==> config.mk <==
export PLATFORM = sky130hd
export DESIGN_NAME = spi_ram_master_flat
export DESIGN_NICKNAME = d
export VERILOG_FILES = /design/src/rtl/spi_ram_master_if.sv /design/src/rtl/spi_ram_master.sv /design/src/flat_wrapper.sv
export SDC_FILE = /design/constraint.sdc
export NUM_CORES = 1
export LEC_CHECK = 0
export CELL_PAD_IN_SITES_DETAIL_PLACEMENT = 2
export CELL_PAD_IN_SITES_GLOBAL_PLACEMENT = 2
export CORE_AREA = 5 5 97 99
export DETAILED_ROUTE_END_ITERATION = 12
export DIE_AREA = 0 0 102 104
export GPL_TIMING_DRIVEN = 0
export PLACE_DENSITY = 0.94
export SKIP_LAST_GASP = 1
export SLEW_MARGIN = 5
export SYNTH_ARGS = -nofsm -noshare
export SYNTH_HDL_FRONTEND = slang
export SYNTH_SLANG_ARGS = --single-unit
==> constraint.sdc <==
create_clock -name clk -period 5.7 [get_ports clk]
set_input_delay 0.57 -clock clk [delete_from_list [all_inputs] [get_ports clk]]
set_output_delay 0.57 -clock clk [all_outputs]
set_load 0.01 [all_outputs]
==> src/rtl/spi_ram_master_if.sv <==
// Host-side request/response bundle for spi_ram_master.
// The "master" modport is the host issuing requests; the "slave" modport
// is the SPI RAM master block that accepts and completes them.
interface spi_ram_master_if;
    logic       req_valid;
    logic       req_ready;
    logic       req_write;
    logic [7:0] req_addr;
    logic [7:0] req_wdata;
    logic       rsp_valid;
    logic [7:0] rsp_rdata;
    logic       busy;

    modport master (
        output req_valid, req_write, req_addr, req_wdata,
        input  req_ready, rsp_valid, rsp_rdata, busy
    );

    modport slave (
        input  req_valid, req_write, req_addr, req_wdata,
        output req_ready, rsp_valid, rsp_rdata, busy
    );
endinterface

==> src/rtl/spi_ram_master.sv <==
// SPI master that turns one host RAM request into an address frame followed
// by a data frame for the SPI slave/RAM wrapper. Every frame is one START
// cycle, 11 MSB-first bits {rw, cmd[1:0], payload}, and a SS_n-high gap.
// Read-data frames keep SS_n low for a turnaround wait and 8 MISO captures.
// Separate write/read address caches let a repeated address skip its
// address frame. SS_n, MOSI and all host outputs come straight from flops.
module spi_ram_master #(
    parameter int GAP_CYCLES = 2,
    parameter int RD_LATENCY = 1,
    parameter int ADDR_CACHE = 1
) (
    input  logic              clk,
    input  logic              rst,
    spi_ram_master_if.slave   host,
    output logic              SS_n,
    output logic              MOSI,
    input  logic              MISO
);

    // One counter serves SHIFT, WAIT, CAPTURE and GAP, so size it for the longest
    localparam int MAX_PARAM = (GAP_CYCLES > RD_LATENCY) ? GAP_CYCLES : RD_LATENCY;
    localparam int CNT_MAX   = (MAX_PARAM > 11) ? MAX_PARAM : 11;
    localparam int CNT_W     = $clog2(CNT_MAX + 1);

    localparam logic [CNT_W-1:0] SHIFT_LAST = CNT_W'(10);
    localparam logic [CNT_W-1:0] CAP_LAST   = CNT_W'(7);
    localparam logic [CNT_W-1:0] GAP_LAST   = CNT_W'(GAP_CYCLES - 1);
    localparam logic [CNT_W-1:0] WAIT_LAST  = CNT_W'((RD_LATENCY > 0) ? RD_LATENCY - 1 : 0);
    localparam logic [CNT_W-1:0] CNT_ONE    = CNT_W'(1);

    typedef enum logic [2:0] {
        IDLE,
        START,
        SHIFT,
        WAIT,
        CAPTURE,
        GAP
    } state_t;

    state_t           state_q, state_d;
    logic [CNT_W-1:0] cnt_q, cnt_d;
    logic             data_phase_q, data_phase_d;
    logic             write_q, write_d;
    logic [7:0]       addr_q, addr_d;
    logic [7:0]       wdata_q, wdata_d;
    logic [7:0]       wr_cache_addr_q, wr_cache_addr_d;
    logic             wr_cache_valid_q, wr_cache_valid_d;
    logic [7:0]       rd_cache_addr_q, rd_cache_addr_d;
    logic             rd_cache_valid_q, rd_cache_valid_d;
    logic [7:0]       rx_q, rx_d;
    logic             ss_n_q, ss_n_d;
    logic             mosi_q, mosi_d;
    logic             ready_q, ready_d;
    logic             busy_q, busy_d;
    logic             rsp_valid_q, rsp_valid_d;
    logic [7:0]       rdata_q, rdata_d;
    logic             cache_hit;
    logic [10:0]      frame_d;

    // The 11-bit word for a frame: command bits select kind and phase, reads send a zero payload
    function automatic logic [10:0] build_frame(input logic is_write, input logic is_data,
                                                input logic [7:0] addr, input logic [7:0] wdata);
        logic [10:0] word;
        case ({is_write, is_data})
            2'b10:   word = {3'b000, addr};
            2'b11:   word = {3'b001, wdata};
            2'b00:   word = {3'b110, addr};
            default: word = {3'b111, 8'h00};
        endcase
        return word;
    endfunction

    assign host.req_ready = ready_q;
    assign host.busy      = busy_q;
    assign host.rsp_valid = rsp_valid_q;
    assign host.rsp_rdata = rdata_q;
    assign SS_n           = ss_n_q;
    assign MOSI           = mosi_q;

    // Sequencer: next state, counters, caches and the next value of every registered output
    always_comb begin
        state_d          = state_q;
        cnt_d            = cnt_q;
        data_phase_d     = data_phase_q;
        write_d          = write_q;
        addr_d           = addr_q;
        wdata_d          = wdata_q;
        wr_cache_addr_d  = wr_cache_addr_q;
        wr_cache_valid_d = wr_cache_valid_q;
        rd_cache_addr_d  = rd_cache_addr_q;
        rd_cache_valid_d = rd_cache_valid_q;
        rx_d             = rx_q;
        rsp_valid_d      = 1'b0;
        rdata_d          = rdata_q;
        cache_hit        = 1'b0;
        frame_d          = '0;
        mosi_d           = 1'b0;

        case (state_q)
            IDLE: begin
                if (host.req_valid && ready_q) begin
                    write_d = host.req_write;
                    addr_d  = host.req_addr;
                    wdata_d = host.req_wdata;
                    if (ADDR_CACHE != 0) begin
                        if (host.req_write) begin
                            cache_hit = wr_cache_valid_q && (wr_cache_addr_q == host.req_addr);
                        end else begin
                            cache_hit = rd_cache_valid_q && (rd_cache_addr_q == host.req_addr);
                        end
                    end
                    data_phase_d = cache_hit;
                    state_d      = START;
                    cnt_d        = '0;
                end
            end
            START: begin
                state_d = SHIFT;
                cnt_d   = '0;
            end
            SHIFT: begin
                if (cnt_q == SHIFT_LAST) begin
                    cnt_d = '0;
                    if (data_phase_q && !write_q) begin
                        state_d = (RD_LATENCY == 0) ? CAPTURE : WAIT;
                    end else begin
                        state_d = GAP;
                    end
                end else begin
                    cnt_d = cnt_q + CNT_ONE;
                end
            end
            WAIT: begin
                if (cnt_q == WAIT_LAST) begin
                    cnt_d   = '0;
                    state_d = CAPTURE;
                end else begin
                    cnt_d = cnt_q + CNT_ONE;
                end
            end
            CAPTURE: begin
                rx_d = {rx_q[6:0], MISO};
                if (cnt_q == CAP_LAST) begin
                    cnt_d   = '0;
                    state_d = GAP;
                end else begin
                    cnt_d = cnt_q + CNT_ONE;
                end
            end
            GAP: begin
                if (cnt_q == GAP_LAST) begin
                    cnt_d = '0;
                    if (!data_phase_q) begin
                        data_phase_d = 1'b1;
                        state_d      = START;
                        if (write_q) begin
                            wr_cache_addr_d  = addr_q;
                            wr_cache_valid_d = 1'b1;
                        end else begin
                            rd_cache_addr_d  = addr_q;
                            rd_cache_valid_d = 1'b1;
                        end
                    end else begin
                        state_d     = IDLE;
                        rsp_valid_d = 1'b1;
                        if (!write_q) begin
                            rdata_d = rx_q;
                        end
                    end
                end else begin
                    cnt_d = cnt_q + CNT_ONE;
                end
            end
            default: begin
                state_d = IDLE;
                cnt_d   = '0;
            end
        endcase

        ss_n_d  = (state_d == IDLE) || (state_d == GAP);
        ready_d = (state_d == IDLE);
        busy_d  = !ready_d;
        if (state_d == SHIFT) begin
            frame_d = build_frame(write_d, data_phase_d, addr_d, wdata_d);
            mosi_d  = frame_d[4'd10 - cnt_d[3:0]];
        end
    end

    // State and output registers; reset abandons any frame and drops both caches
    always_ff @(posedge clk) begin
        if (rst) begin
            state_q          <= IDLE;
            cnt_q            <= '0;
            data_phase_q     <= 1'b0;
            write_q          <= 1'b0;
            addr_q           <= 8'h00;
            wdata_q          <= 8'h00;
            wr_cache_addr_q  <= 8'h00;
            wr_cache_valid_q <= 1'b0;
            rd_cache_addr_q  <= 8'h00;
            rd_cache_valid_q <= 1'b0;
            rx_q             <= 8'h00;
            ss_n_q           <= 1'b1;
            mosi_q           <= 1'b0;
            ready_q          <= 1'b1;
            busy_q           <= 1'b0;
            rsp_valid_q      <= 1'b0;
            rdata_q          <= 8'h00;
        end else begin
            state_q          <= state_d;
            cnt_q            <= cnt_d;
            data_phase_q     <= data_phase_d;
            write_q          <= write_d;
            addr_q           <= addr_d;
            wdata_q          <= wdata_d;
            wr_cache_addr_q  <= wr_cache_addr_d;
            wr_cache_valid_q <= wr_cache_valid_d;
            rd_cache_addr_q  <= rd_cache_addr_d;
            rd_cache_valid_q <= rd_cache_valid_d;
            rx_q             <= rx_d;
            ss_n_q           <= ss_n_d;
            mosi_q           <= mosi_d;
            ready_q          <= ready_d;
            busy_q           <= busy_d;
            rsp_valid_q      <= rsp_valid_d;
            rdata_q          <= rdata_d;
        end
    end

endmodule

==> src/flat_wrapper.sv <==
// flat-port wrapper written by rule: the top's interface ports become plain ports
module spi_ram_master_flat 
#(
    parameter int GAP_CYCLES = 2,
    parameter int RD_LATENCY = 1,
    parameter int ADDR_CACHE = 1
)
  (clk, rst, SS_n, MOSI, MISO, host_req_valid, host_req_write, host_req_addr, host_req_wdata, host_req_ready, host_rsp_valid, host_rsp_rdata, host_busy);
  spi_ram_master_if host_i ();
  input  logic clk;
  input  logic rst;
  output logic SS_n;
  output logic MOSI;
  input  logic MISO;
  input wire logic [$bits(host_i.req_valid)-1:0] host_req_valid;
  input wire logic [$bits(host_i.req_write)-1:0] host_req_write;
  input wire logic [$bits(host_i.req_addr)-1:0] host_req_addr;
  input wire logic [$bits(host_i.req_wdata)-1:0] host_req_wdata;
  output wire logic [$bits(host_i.req_ready)-1:0] host_req_ready;
  output wire logic [$bits(host_i.rsp_valid)-1:0] host_rsp_valid;
  output wire logic [$bits(host_i.rsp_rdata)-1:0] host_rsp_rdata;
  output wire logic [$bits(host_i.busy)-1:0] host_busy;
  assign host_i.req_valid = host_req_valid;
  assign host_i.req_write = host_req_write;
  assign host_i.req_addr = host_req_addr;
  assign host_i.req_wdata = host_req_wdata;
  assign host_req_ready = host_i.req_ready;
  assign host_rsp_valid = host_i.rsp_valid;
  assign host_rsp_rdata = host_i.rsp_rdata;
  assign host_busy = host_i.busy;
  spi_ram_master #(.GAP_CYCLES(GAP_CYCLES), .RD_LATENCY(RD_LATENCY), .ADDR_CACHE(ADDR_CACHE)) u_core (.clk(clk), .rst(rst), .host(host_i), .SS_n(SS_n), .MOSI(MOSI), .MISO(MISO));
endmodule
# After elaboration in Yosys (flattened, before gate mapping)
# Index checks and enable logic that the tools add are counted.
# classes
n_reduce_logical	16
n_bitwise	5
n_lt_le_gt_ge	1
mux	29
eq_ne	14
add_sub_neg	2
# ops
operator	n
one-hot mux 11 bit (3 select lines)	1
two-way mux 8 bit	4
two-way mux 4 bit	5
one-hot mux 4 bit (5 select lines)	1
two-way mux 3 bit	6
one-hot mux 3 bit (6 select lines)	1
== test 8 bit	2
AND reduction 4 bit	3
two-way mux 11 bit	1
== test 3 x 2 -> 1 bit, second input constant	3
== test 3 bit, second input constant	3
two-way mux 1 bit	8
logical NOT 3 bit	2
less-than comparator 4 x 5 -> 1 bit, second input constant	1
inverter 1 bit	5
adder 4 x 1 -> 4 bit, second input constant	1
binary-select mux 1 bit (select 4 bit)	1
== test 2 bit, second input constant	2
== test 4 x 1 -> 1 bit, second input constant	1
== test 4 x 3 -> 1 bit, second input constant	1
== test 4 bit, second input constant	1
logical AND 1 bit	4
logical NOT 4 bit	1
subtractor 4 bit, first input constant	1
7 further kinds	8
# totals
in_bits	21
out_inout_bits	13
reg_bits	64
word_cells	84

# Longest topological paths before layout
# Gate-level depths: netlist (run 1).
# depth
word_depth	10
depth_mapped	12
ltp_nobuf	10

# Worst setup path after synthesis (run 1)
# No wires, ideal clock.
# synth_timing
kind	register to register
start	reg u_core.cnt_q[0]
end	reg u_core.mosi_q, in the netlist u_core.MOSI
synth_period_minus_slack_ps	2729
required_time_ps	5583
n_path_buf	2
setup_ps	117
path_stages_with_launch	13
slack_ps	2971
arrival_ps	2612
path_cell_list	dfxtp_1 > inv_1 > ha_1 > nor3b_2 > o32a_4 > a21oi_2 > a21o_1 > buf_6 > buf_6 > ha_1 > xnor2_1 > mux4_2 > a22o_1
# synth_between
word_cells_on_any_way	29
classes_between	add/sub (2); eq/ne (6); mux (17); bitwise (1); reduce/logical (3)
# synth_lines
element	line	text
start: declaration	spi_ram_master.sv:41	logic [CNT_W-1:0] cnt_q, cnt_d;
start signal: assignment	spi_ram_master.sv:211	cnt_q <= cnt_d;
adder 4 x 1 -> 4 bit, or another cell as far along	n/a	
two-way mux 4 bit (on tied branches)	n/a	
one-hot mux 4 bit (5 select lines) (*)	spi_ram_master.sv:99	case (state_q)
via u_core.cnt_d[0]	spi_ram_master.sv:41	
subtractor 4 bit (*)	spi_ram_master.sv:185	mosi_d = frame_d[4'd10 - cnt_d[3:0]];
binary-select mux 1 bit (select 4 bit) (*)	spi_ram_master.sv:185	
two-way mux 1 bit (implied by the code) (*)	spi_ram_master.sv:185	
end signal: assignment	spi_ram_master.sv:222	mosi_q <= mosi_d;
end: declaration	spi_ram_master.sv:52	logic mosi_q, mosi_d;
# The timed path passes the listed nets; every way through them passes the cells marked *. The select of a mux whose other input is x is not followed.
# A chain may end at the register's enable or synchronous reset.

# Worst setup path in the final report (run 1)
# Same ends and word-level chain as after synthesis.

==> impl_metrics.json, run 1 <==
{
  "reg2reg_to": "u_core.MOSI",
  "synth.top_cell.area_share": 0.408,
  "coreArea_um2": 8470,
  "place_area_um2": 3590,
  "grt_overflow_total": 0,
  "die_area_um2": 10600,
  "antenna_found_initial": 0,
  "antennaDiodeCount": 0,
  "via_per_inst": 5.39,
  "hold_class": "flop to flop",
  "drc_errors": 0,
  "hold_buffers": 0,
  "period_needed_ns": 3.06,
  "maxCapViolCount": 0,
  "synth_area_leaders": "dfxtp_1 41%, mux2i_1 16%, nor2_1 6.6%, xnor2_1 4.2%, nand2_1 2.8%",
  "post_cts_buffers": 0,
  "crit_start": "u_core.cnt_q[0]",
  "synth.avg_cell_area_um2": 9.46,
  "post-route-cell-area_um2": 3800,
  "clk_pin_slew_ns": 0.08,
  "powerDensity_nw_per_um2": 298,
  "outcome": "complete, no violations",
  "synthArstFlopShare": 0,
  "setup_ws_ns": 2.64,
  "ctsResizeCount": 0,
  "cts_sinks": 64,
  "dr.pass1.iters": 4,
  "skew_ns": 0.0122,
  "rr_worst_depth": 12,
  "ant_nets": 0,
  "drive_gt1_frac": 0.106,
  "ys.flop_type": "dfxtp_1",
  "routabilityCongestion": 0.785,
  "hold_ws_ns": 0.494,
  "syn-cell-area_um2": 3140,
  "clockBufferDepth": 2,
  "p_leak_nw": 1.49,
  "num_vias": 2627,
  "h-tree-depth": 3,
  "chipHeight_um": 104,
  "rows": 34,
  "worstSetupEndpointType": "flop",
  "numCtsBuffers": 9,
  "period_share": 0.537,
  "rsz0062_at_grt": "no",
  "finalHoldViolCount": 0,
  "routedWlPerCell_um": 21.0,
  "multi_input_area_um2": 1690,
  "drt-total-wl_um": 10200,
  "initial_utilization": 0.371,
  "yosys_warnings": 0,
  "cts_tree": "done",
  "grt_max_degree": 11,
  "arrival_ns": 3.31,
  "synth_edf_count": 0,
  "die_w_um": 102,
  "ios": 34,
  "slew_headroom": 0.475,
  "track_usage": 0.202,
  "syn_inst": 332,
  "nFillCells": 907,
  "seq_area_frac_synth": 0.408,
  "synthToLayoutAreaGrowth_pct": 21.1,
  "post-place-ws_ns": 2.33,
  "clkLatencyLatePin_ns": 0.36,
  "crit_type": "flop to flop",
  "synth_top_area_cell": "dfxtp_1",
  "cts-root-buf": "clkbuf_8",
  "r2r_slack_ns": 2.64,
  "fin_nets": 401,
  "path_max_fanout": 10,
  "dp.final_hpwl_um": 6580,
  "fmax_mhz": 327,
  "yosysUniqueCellTypes": 56,
  "drt-initial-drc-count": 79,
  "cp-start-kind": "flop",
  "reg2reg_from": "u_core.cnt_q[0]",
  "tns_ns": 0,
  "peakVddDrop_mv": 0.151,
  "maxSlewViolCount": 0,
  "crit_required_ns": 5.95,
  "endpoint": "u_core.MOSI",
  "portBuffers": 32,
  "grt_pass1_vias": 3016,
  "setup_viol": 0,
  "yosys_register_bits": 64,
  "regArea_um2": 1280,
  "worst_pin_slew_ns": 0.788,
  "instances_no_fill": 487,
  "grt_pass1_wl_um": 16500,
  "syn_nets": 358,
  "dp.cells": 472,
  "holdPathStages": 2
}
report_power, final:
group | switching, mW | total [mW] | internal (mW)
clock | 0.181 | 0.417 | 0.236
combinational | 0.130 | 0.233 | 0.103
sequential | 0.0149 | 0.484 | 0.470
Yosys cell counts (2+ instances only):
cell / instances
a22o_1: 2
dfxtp_1: 64
a21oi_1: 9
o21a_1: 3
buf_2: 2
nand2_1: 23
buf_4: 3
clkbuf_1: 8
o311ai_0: 2
and2_1: 4
o2111ai_1: 2
and3_1: 3
nor2_1: 55
a21o_1: 2
nand3_1: 7
o21ai_0: 3
ha_1: 5
nor3b_2: 3
a32o_1: 2
xnor2_1: 15
nand3b_1: 5
inv_1: 7
mux2i_1: 49
nor2b_1: 6
a31oi_1: 4
nand2b_1: 5
nor3_1: 4
o21bai_1: 2
buf_6: 6
metrics by stage:
step / util / power (mW)
3_3_place_gp: 0.425 / 0.707
6_report: 0.449 / 1.13
4_1_cts: 0.449 / 1.14
5_1_grt: 0.449 / 1.18
2_1_floorplan: - / 0.642
3_5_place_dp: 0.425 / 0.719
registers in the layout (all words and copies together) (netlist names):
signal and count:
u_core.addr_q 8, u_core.host.rsp_rdata 8, u_core.rd_cache_addr_q 8, u_core.rx_q 8
u_core.wdata_q 8, u_core.wr_cache_addr_q 8, u_core.cnt_q 4, u_core.state_q 3
u_core.MOSI 1, u_core.SS_n 1, u_core.data_phase_q 1, u_core.host.busy 1
u_core.host.req_ready 1, u_core.host.rsp_valid 1, u_core.rd_cache_valid_q 1, u_core.wr_cache_valid_q 1
u_core.write_q 1
how the worst min path moves through the flow:
stage / end / slack, ns / startpoint
finish: u_core.wr_cache_valid_q / 0.49 / u_core.wr_cache_valid_q
global route: u_core.wr_cache_valid_q / 0.50 / u_core.wr_cache_valid_q
CTS: u_core.wr_cache_valid_q / 0.49 / u_core.wr_cache_valid_q
detailed placement: u_core.wr_cache_valid_q / 0.46 / u_core.wr_cache_valid_q
global placement: u_core.wdata_q[6] / 0.44 / u_core.wdata_q[6]
floorplan: u_core.wr_cache_valid_q / 0.43 / u_core.wr_cache_valid_q
layout make-up:
cell class / count / area share
clock inverters: 2 / 0.00987
multi-input cells: 239 / 0.445
clock buffers: 13 / 0.0444
plain buffers: 20 / 0.0352
flip-flops and latches: 64 / 0.337
inverters: 9 / 0.00889
well taps: 108 / 0.0355
repair buffers: 32 / 0.0843
per-layer routing:
metal,global-route usage,up-vias,share of wire
met2,0.344,45,0.52
met5,0,-,0
met3,0.0329,30,0.018
li1,-,1221,-
met1,0.241,1331,0.43
met4,0.0984,0,0.033
logic make-up (layout without fill, tap and decap cells):
logic type                 after synthesis  after routing  synth area share
AOI/OAI and AO/OA                       45             45             0.117
xor gates and xnor gates                15             15            0.0419
adders and majority gates                5              5            0.0199
buffers and inverters                   29             76            0.0534
DFF                                     64             64             0.408
muxes                                   50             50             0.163
and+or+nand+nor                        124            124             0.196
critical path, cell delays in order, from the launching register on:
cell and delay, ns:
dfxtp_1 0.38, inv_1 0.11, ha_1 0.18, nor3b_2 0.31, o32a_4 0.24, a21oi_2 0.05
a21o_1 0.17, buf_6 0.14, buf_6 0.13, ha_1 0.20, xnor2_1 0.28, mux4_2 0.54
a22o_1 0.22
layout by cell type, fill, tap and decap left out, drive strengths merged, types with 3 or more instances in the layout:
| cell type | instances |
|---|---|
| dfxtp | 64 |
| nor2 | 55 |
| mux2i | 49 |
| clkdlybuf4s50 | 32 |
| nand2 | 23 |
| clkbuf | 21 |
| xnor2 | 15 |
| buf | 12 |
| a21oi | 10 |
| inv | 8 |
| nand3 | 7 |
| nor2b | 6 |
| nand2b | 6 |
| nand3b | 5 |
| ha | 5 |
| nor3 | 5 |
| and2 | 4 |
| a31oi | 4 |
| nor3b | 4 |
| o21ai | 4 |
| o21a | 3 |
| and3 | 3 |
| o21bai | 3 |
No activity file was read; power rests on OpenSTA's default activity.
==> run 2: changes to the inputs <==
- CORE_AREA: 5 5 97 99 -> 5 5 101 103
- DIE_AREA: 0 0 102 104 -> 0 0 106 108
- PLACE_DENSITY: 0.94 -> 0.88
- clock period: 5.7 -> 3.03 ns (I/O delays scaled with it)
==> impl_metrics.json, run 2 (synthesis results as in run 1) <==
{
  "crit_required_ns": 3.26,
  "portBuffers": 32,
  "outcome": "complete, no violations",
  "period_share": 0.960,
  "grt_overflow_total": 0,
  "dp.final_hpwl_um": 6640,
  "crit_type": "flop to flop",
  "rsz0062_at_grt": "no",
  "clkLatencyLatePin_ns": 0.35,
  "clk_pin_slew_ns": 0.06,
  "reg2reg_from": "u_core.cnt_q[0]",
  "die_area_um2": 11400,
  "path_cells": "inv_1 -> ha_1 -> nor3b_4 -> o32a_4 -> a21oi_2 -> a21o_1 -> buf_6 -> buf_6 -> ha_2 -> xnor2_2 -> mux4_2 -> a22o_1",
  "instances_no_fill": 491,
  "cts_sinks": 64,
  "period_needed_ns": 2.91,
  "synthToLayoutAreaGrowth_pct": 21.3,
  "ios": 34,
  "cp-start-kind": "flop",
  "coreArea_um2": 9110,
  "routedWlPerCell_um": 19.0,
  "worst_pin_slew_ns": 0.783,
  "setup_viol": 0,
  "min_from": "rst",
  "numCtsBuffers": 9,
  "grt_use_met1": 0.210,
  "dr.pass1.iters": 4,
  "chipHeight_um": 108,
  "initial_utilization": 0.345,
  "grt_pass1_vias": 2832,
  "p_leak_nw": 1.49,
  "cts_tree": "done",
  "use_met3": 0.0358,
  "powerDensity_nw_per_um2": 529,
  "rows": 35,
  "slew_headroom": 0.478,
  "h-tree-depth": 3,
  "hold_end": "u_core.state_q[1]",
  "total_power_mw": 2.01,
  "drt-total-wl_um": 9320,
  "ant_nets": 0,
  "skew_ns": 0.00787,
  "num_vias": 2553,
  "rr_worst_depth": 12,
  "fmax_mhz": 344,
  "grt_busiest_layer": "met2",
  "slowest_stage": "mux4_2",
  "routabilityCongestion": 0.799,
  "grt_max_degree": 11,
  "holdPathStages": 2,
  "use_met2": 0.297,
  "max_stage_delay_ns": 0.53,
  "drive_gt1_frac": 0.118,
  "path_max_fanout": 10,
  "r2r_slack_ns": 0.12,
  "worstSetupEndpointType": "flop",
  "reg2reg_to": "u_core.MOSI",
  "hold_class": "primary input to flop",
  "cts-root-buf": "clkbuf_8",
  "cpMostUsedCell": "buf_6",
  "clockBufferDepth": 2,
  "hold_buffers": 0,
  "maxSlewViolCount": 0,
  "die_w_um": 106,
  "via_per_inst": 5.20,
  "layout_commonest_cell": "dfxtp_1",
  "drt-initial-drc-count": 59,
  "track_usage": 0.172,
  "dp.cells": 475,
  "grt_pass1_wl_um": 15300,
  "arrival_ns": 3.14,
  "finalHoldViolCount": 0,
  "drc_errors": 0,
  "hold_ws_ns": 0.387,
  "fin_nets": 402,
  "final_cell_mix": "62 x dfxtp_1, 55 x nor2_1, 49 x mux2i_1",
  "maxCapViolCount": 0,
  "antennaDiodeCount": 0,
  "peakVddDrop_mv": 0.222,
  "antenna_found_initial": 0
}
## run 2: worst max path at each step
stage	startpoint	endpoint	slack, ns	cells after the start
floorplan	u_core.cnt_q[0]	u_core.MOSI	0.30	12
global placement	host_req_valid	u_core.MOSI	-0.05	10
detailed placement	host_req_valid	u_core.MOSI	-0.06	10
CTS	u_core.cnt_q[1]	u_core.MOSI	0.009	12
global route	u_core.cnt_q[0]	u_core.MOSI	0.02	12
finish	u_core.cnt_q[0]	u_core.MOSI	0.12	12
## run 2: repair_timing
action / CTS / global route
pin swaps: 0 / 1
setup endpoints to repair: 1 / 1
gates resized for setup: 2 / 6
buffers inserted: 0 / 1
## run 2: critical path: cells and delay by family (launching register included)
family	cells	cell delay, ns
compound gates	4	0.84
xor+xnor	1	0.13
fa+ha+maj	2	0.42
buf+inv	3	0.32
flops	1	0.38
mux	1	0.53
simple gates	1	0.17
## run 2: final cells by class
cell class | instances | area (µm²)
fillers | 996 | 5300
plain buffers | 20 | 134
clock buffers | 12 | 155
repair buffers | 33 | 328
well taps | 111 | 139
multi-input cells | 239 | 1710
flip-flops and latches | 64 | 1290
clock inverters | 3 | 17.5
inverters | 9 | 33.8
## run 2: metal layers
metal,part of all wire,vias up
met5,0,-
met4,0.025,0
met3,0.022,20
met2,0.50,35
met1,0.45,1271
li1,-,1227
## run 2: stage by stage
stage,util,setup slack [ns],cell area (µm²),TNS (ns)
finish,0.418,0.122,3810,0
global route,0.418,0.0165,3810,0
CTS,0.414,0.00880,3770,0
detailed placement,0.395,-0.0561,3600,-0.0561
global placement,0.395,-0.0462,3600,-0.0462
floorplan,-,0.301,3140,0
## run 2: power by group
part           internal, mW  switching [mW]
combinational         0.197           0.239
sequential            0.883          0.0256
clock                 0.334           0.335
==> run 3: changes to the inputs <==
- CORE_AREA: 5 5 101 103 -> 5 5 96 98
- DIE_AREA: 0 0 106 108 -> 0 0 101 103
- DONT_BUFFER_PORTS: unset -> 1
- PLACE_DENSITY: 0.88 -> 0.87
==> impl_metrics.json, run 3 (synthesis results as in run 1) <==
{
  "via_per_inst": 5.32,
  "grt_pass1_vias": 2705,
  "place_area_um2": 3270,
  "drt-total-wl_um": 8980,
  "setup_viol": 0,
  "cts_sinks": 64,
  "track_usage": 0.182,
  "nFillCells": 903,
  "path_cells": "inv_1 -> ha_1 -> nor3b_4 -> o32a_4 -> a21oi_2 -> a21o_1 -> buf_6 -> buf_6 -> ha_1 -> xnor2_2 -> mux4_2 -> a22o_1",
  "p_leak_nw": 1.36,
  "top_layer_used": "met4",
  "path_max_fanout": 10,
  "pwr-share-comb": 0.192,
  "hold_class": "primary input to flop",
  "pwr-share-seq": 0.469,
  "die_area_um2": 10400,
  "portBuffers": 0,
  "drt-initial-drc-count": 130,
  "wl_met3_um": 258,
  "post-route-cell-area_um2": 3470,
  "ios": 34,
  "num_vias": 2424,
  "setup_ws_ns": 0.108,
  "slew_headroom": 0.527,
  "cts_tree": "done",
  "grt_overflow_total": 0,
  "regArea_um2": 1280,
  "total_power_mw": 1.96,
  "fmax_mhz": 342,
  "instances_no_fill": 456,
  "arrival_ns": 3.17,
  "period_share": 0.964,
  "dp.cells": 440,
  "maxCapViolCount": 0,
  "clkLatencyLatePin_ns": 0.35,
  "switching_share": 0.305,
  "met1_length_um": 3800,
  "cp-start-kind": "flop",
  "p_sw_mw": 0.597,
  "grt_max_degree": 12,
  "ant_nets": 0,
  "numCtsBuffers": 9,
  "routedWlPerCell_um": 19.7,
  "finalHoldViolCount": 0,
  "crit_required_ns": 3.28,
  "synthToLayoutAreaGrowth_pct": 10.5,
  "rsz0062_at_grt": "no",
  "coreArea_um2": 8380,
  "final_cell_mix": "63 x dfxtp_1, 55 x nor2_1, 49 x mux2i_1",
  "hold_buffers": 0,
  "max_stage_delay_ns": 0.53,
  "h-tree-depth": 3,
  "pwr-share-clk": 0.340,
  "routabilityCongestion": 0.804,
  "initial_utilization": 0.375,
  "rows": 34,
  "outcome": "complete, no violations",
  "clk_pin_slew_ns": 0.08,
  "cp.buffers_inverters": 3,
  "multi_input_area_um2": 1710,
  "wl_met2_um": 4700,
  "crit_family": "compound AO/OA/AOI/OAI gates",
  "layout_commonest_cell": "dfxtp_1",
  "fin_nets": 369,
  "drc_errors": 0,
  "worst_pin_slew_ns": 0.709,
  "clockBufferDepth": 2,
  "intPower_mw": 1.36,
  "cts-root-buf": "clkbuf_8",
  "final_util": 0.414,
  "dr.pass1.iters": 5,
  "maxSlewViolCount": 0,
  "antenna_found_initial": 0,
  "crit_type": "flop to flop",
  "slowest_stage": "mux4_2",
  "dp.final_hpwl_um": 6420,
  "grt_pass1_wl_um": 14400,
  "antennaDiodeCount": 0,
  "worstSetupEndpointType": "flop",
  "chipHeight_um": 103,
  "skew_ns": 0.00678,
  "powerDensity_nw_per_um2": 564,
  "period_needed_ns": 2.92,
  "drive_gt1_frac": 0.124,
  "peakVddDrop_mv": 0.190,
  "die_w_um": 101,
  "post-place-ws_ns": -0.0139
}
-- run 3: cell count changes in the layout (fill, tap and decap cells not counted), sizes merged --
cell           delta
clkbuf            -1
clkinvlp          +2
buf               -1
clkdlybuf4s50    -32
-- run 3: worst paths after layout --
kind / from / to / slack, ns / cells past startpoint
max: u_core.cnt_q[1] / u_core.MOSI / 0.11 / 12
min: host_req_addr[3] / u_core.addr_q[3] / 0.09 / 2
max reg2reg: u_core.cnt_q[1] / u_core.MOSI / 0.11 / 12
min reg2reg: u_core.wr_cache_valid_q / u_core.wr_cache_valid_q / 0.47 / 2
-- run 3: repair_timing --
action | in CTS | in global routing
resized for setup | 1 | 3
setup endpoints to repair | 1 | 1
cloned | 0 | 0
setup buffers | 0 | 0
pin swaps | 0 | 1
-- run 3: cell type report --
class	count	share of cell area
clock buffers	11	0.0408
multi-input cells	239	0.493
plain buffers	20	0.0386
well taps	108	0.0389
flip-flops and latches	64	0.370
clock inverters	5	0.00938
inverters	9	0.00974
-- run 3: per-stage QoR --
stage / setup TNS [ns] / hold slack, ns
finish: 0 / 0.0941
global route: 0 / 0.0946
CTS: 0 / 0.0856
detailed placement: -0.0139 / 0.452
global placement: 0 / 0.437
floorplan: 0 / 0.426
-- run 3: routing by layer --
metal / track usage / vias to the layer above
met3: 0.0365 / 15
met5: 0 / -
met2: 0.332 / 30
li1: - / 1164
met1: 0.205 / 1215
met4: 0.0818 / 0
-- run 3: power groups by stage --
| stage | registers (mW) | clock network, mW | logic [mW] |
|---|---|---|---|
| floorplan | 0.925 | 0 | 0.282 |
| global placement | 0.932 | 0 | 0.350 |
| detailed placement | 0.935 | 0 | 0.364 |
| CTS | 0.917 | 0.682 | 0.374 |
| global route | 0.921 | 0.722 | 0.405 |
| finish | 0.917 | 0.665 | 0.375 |
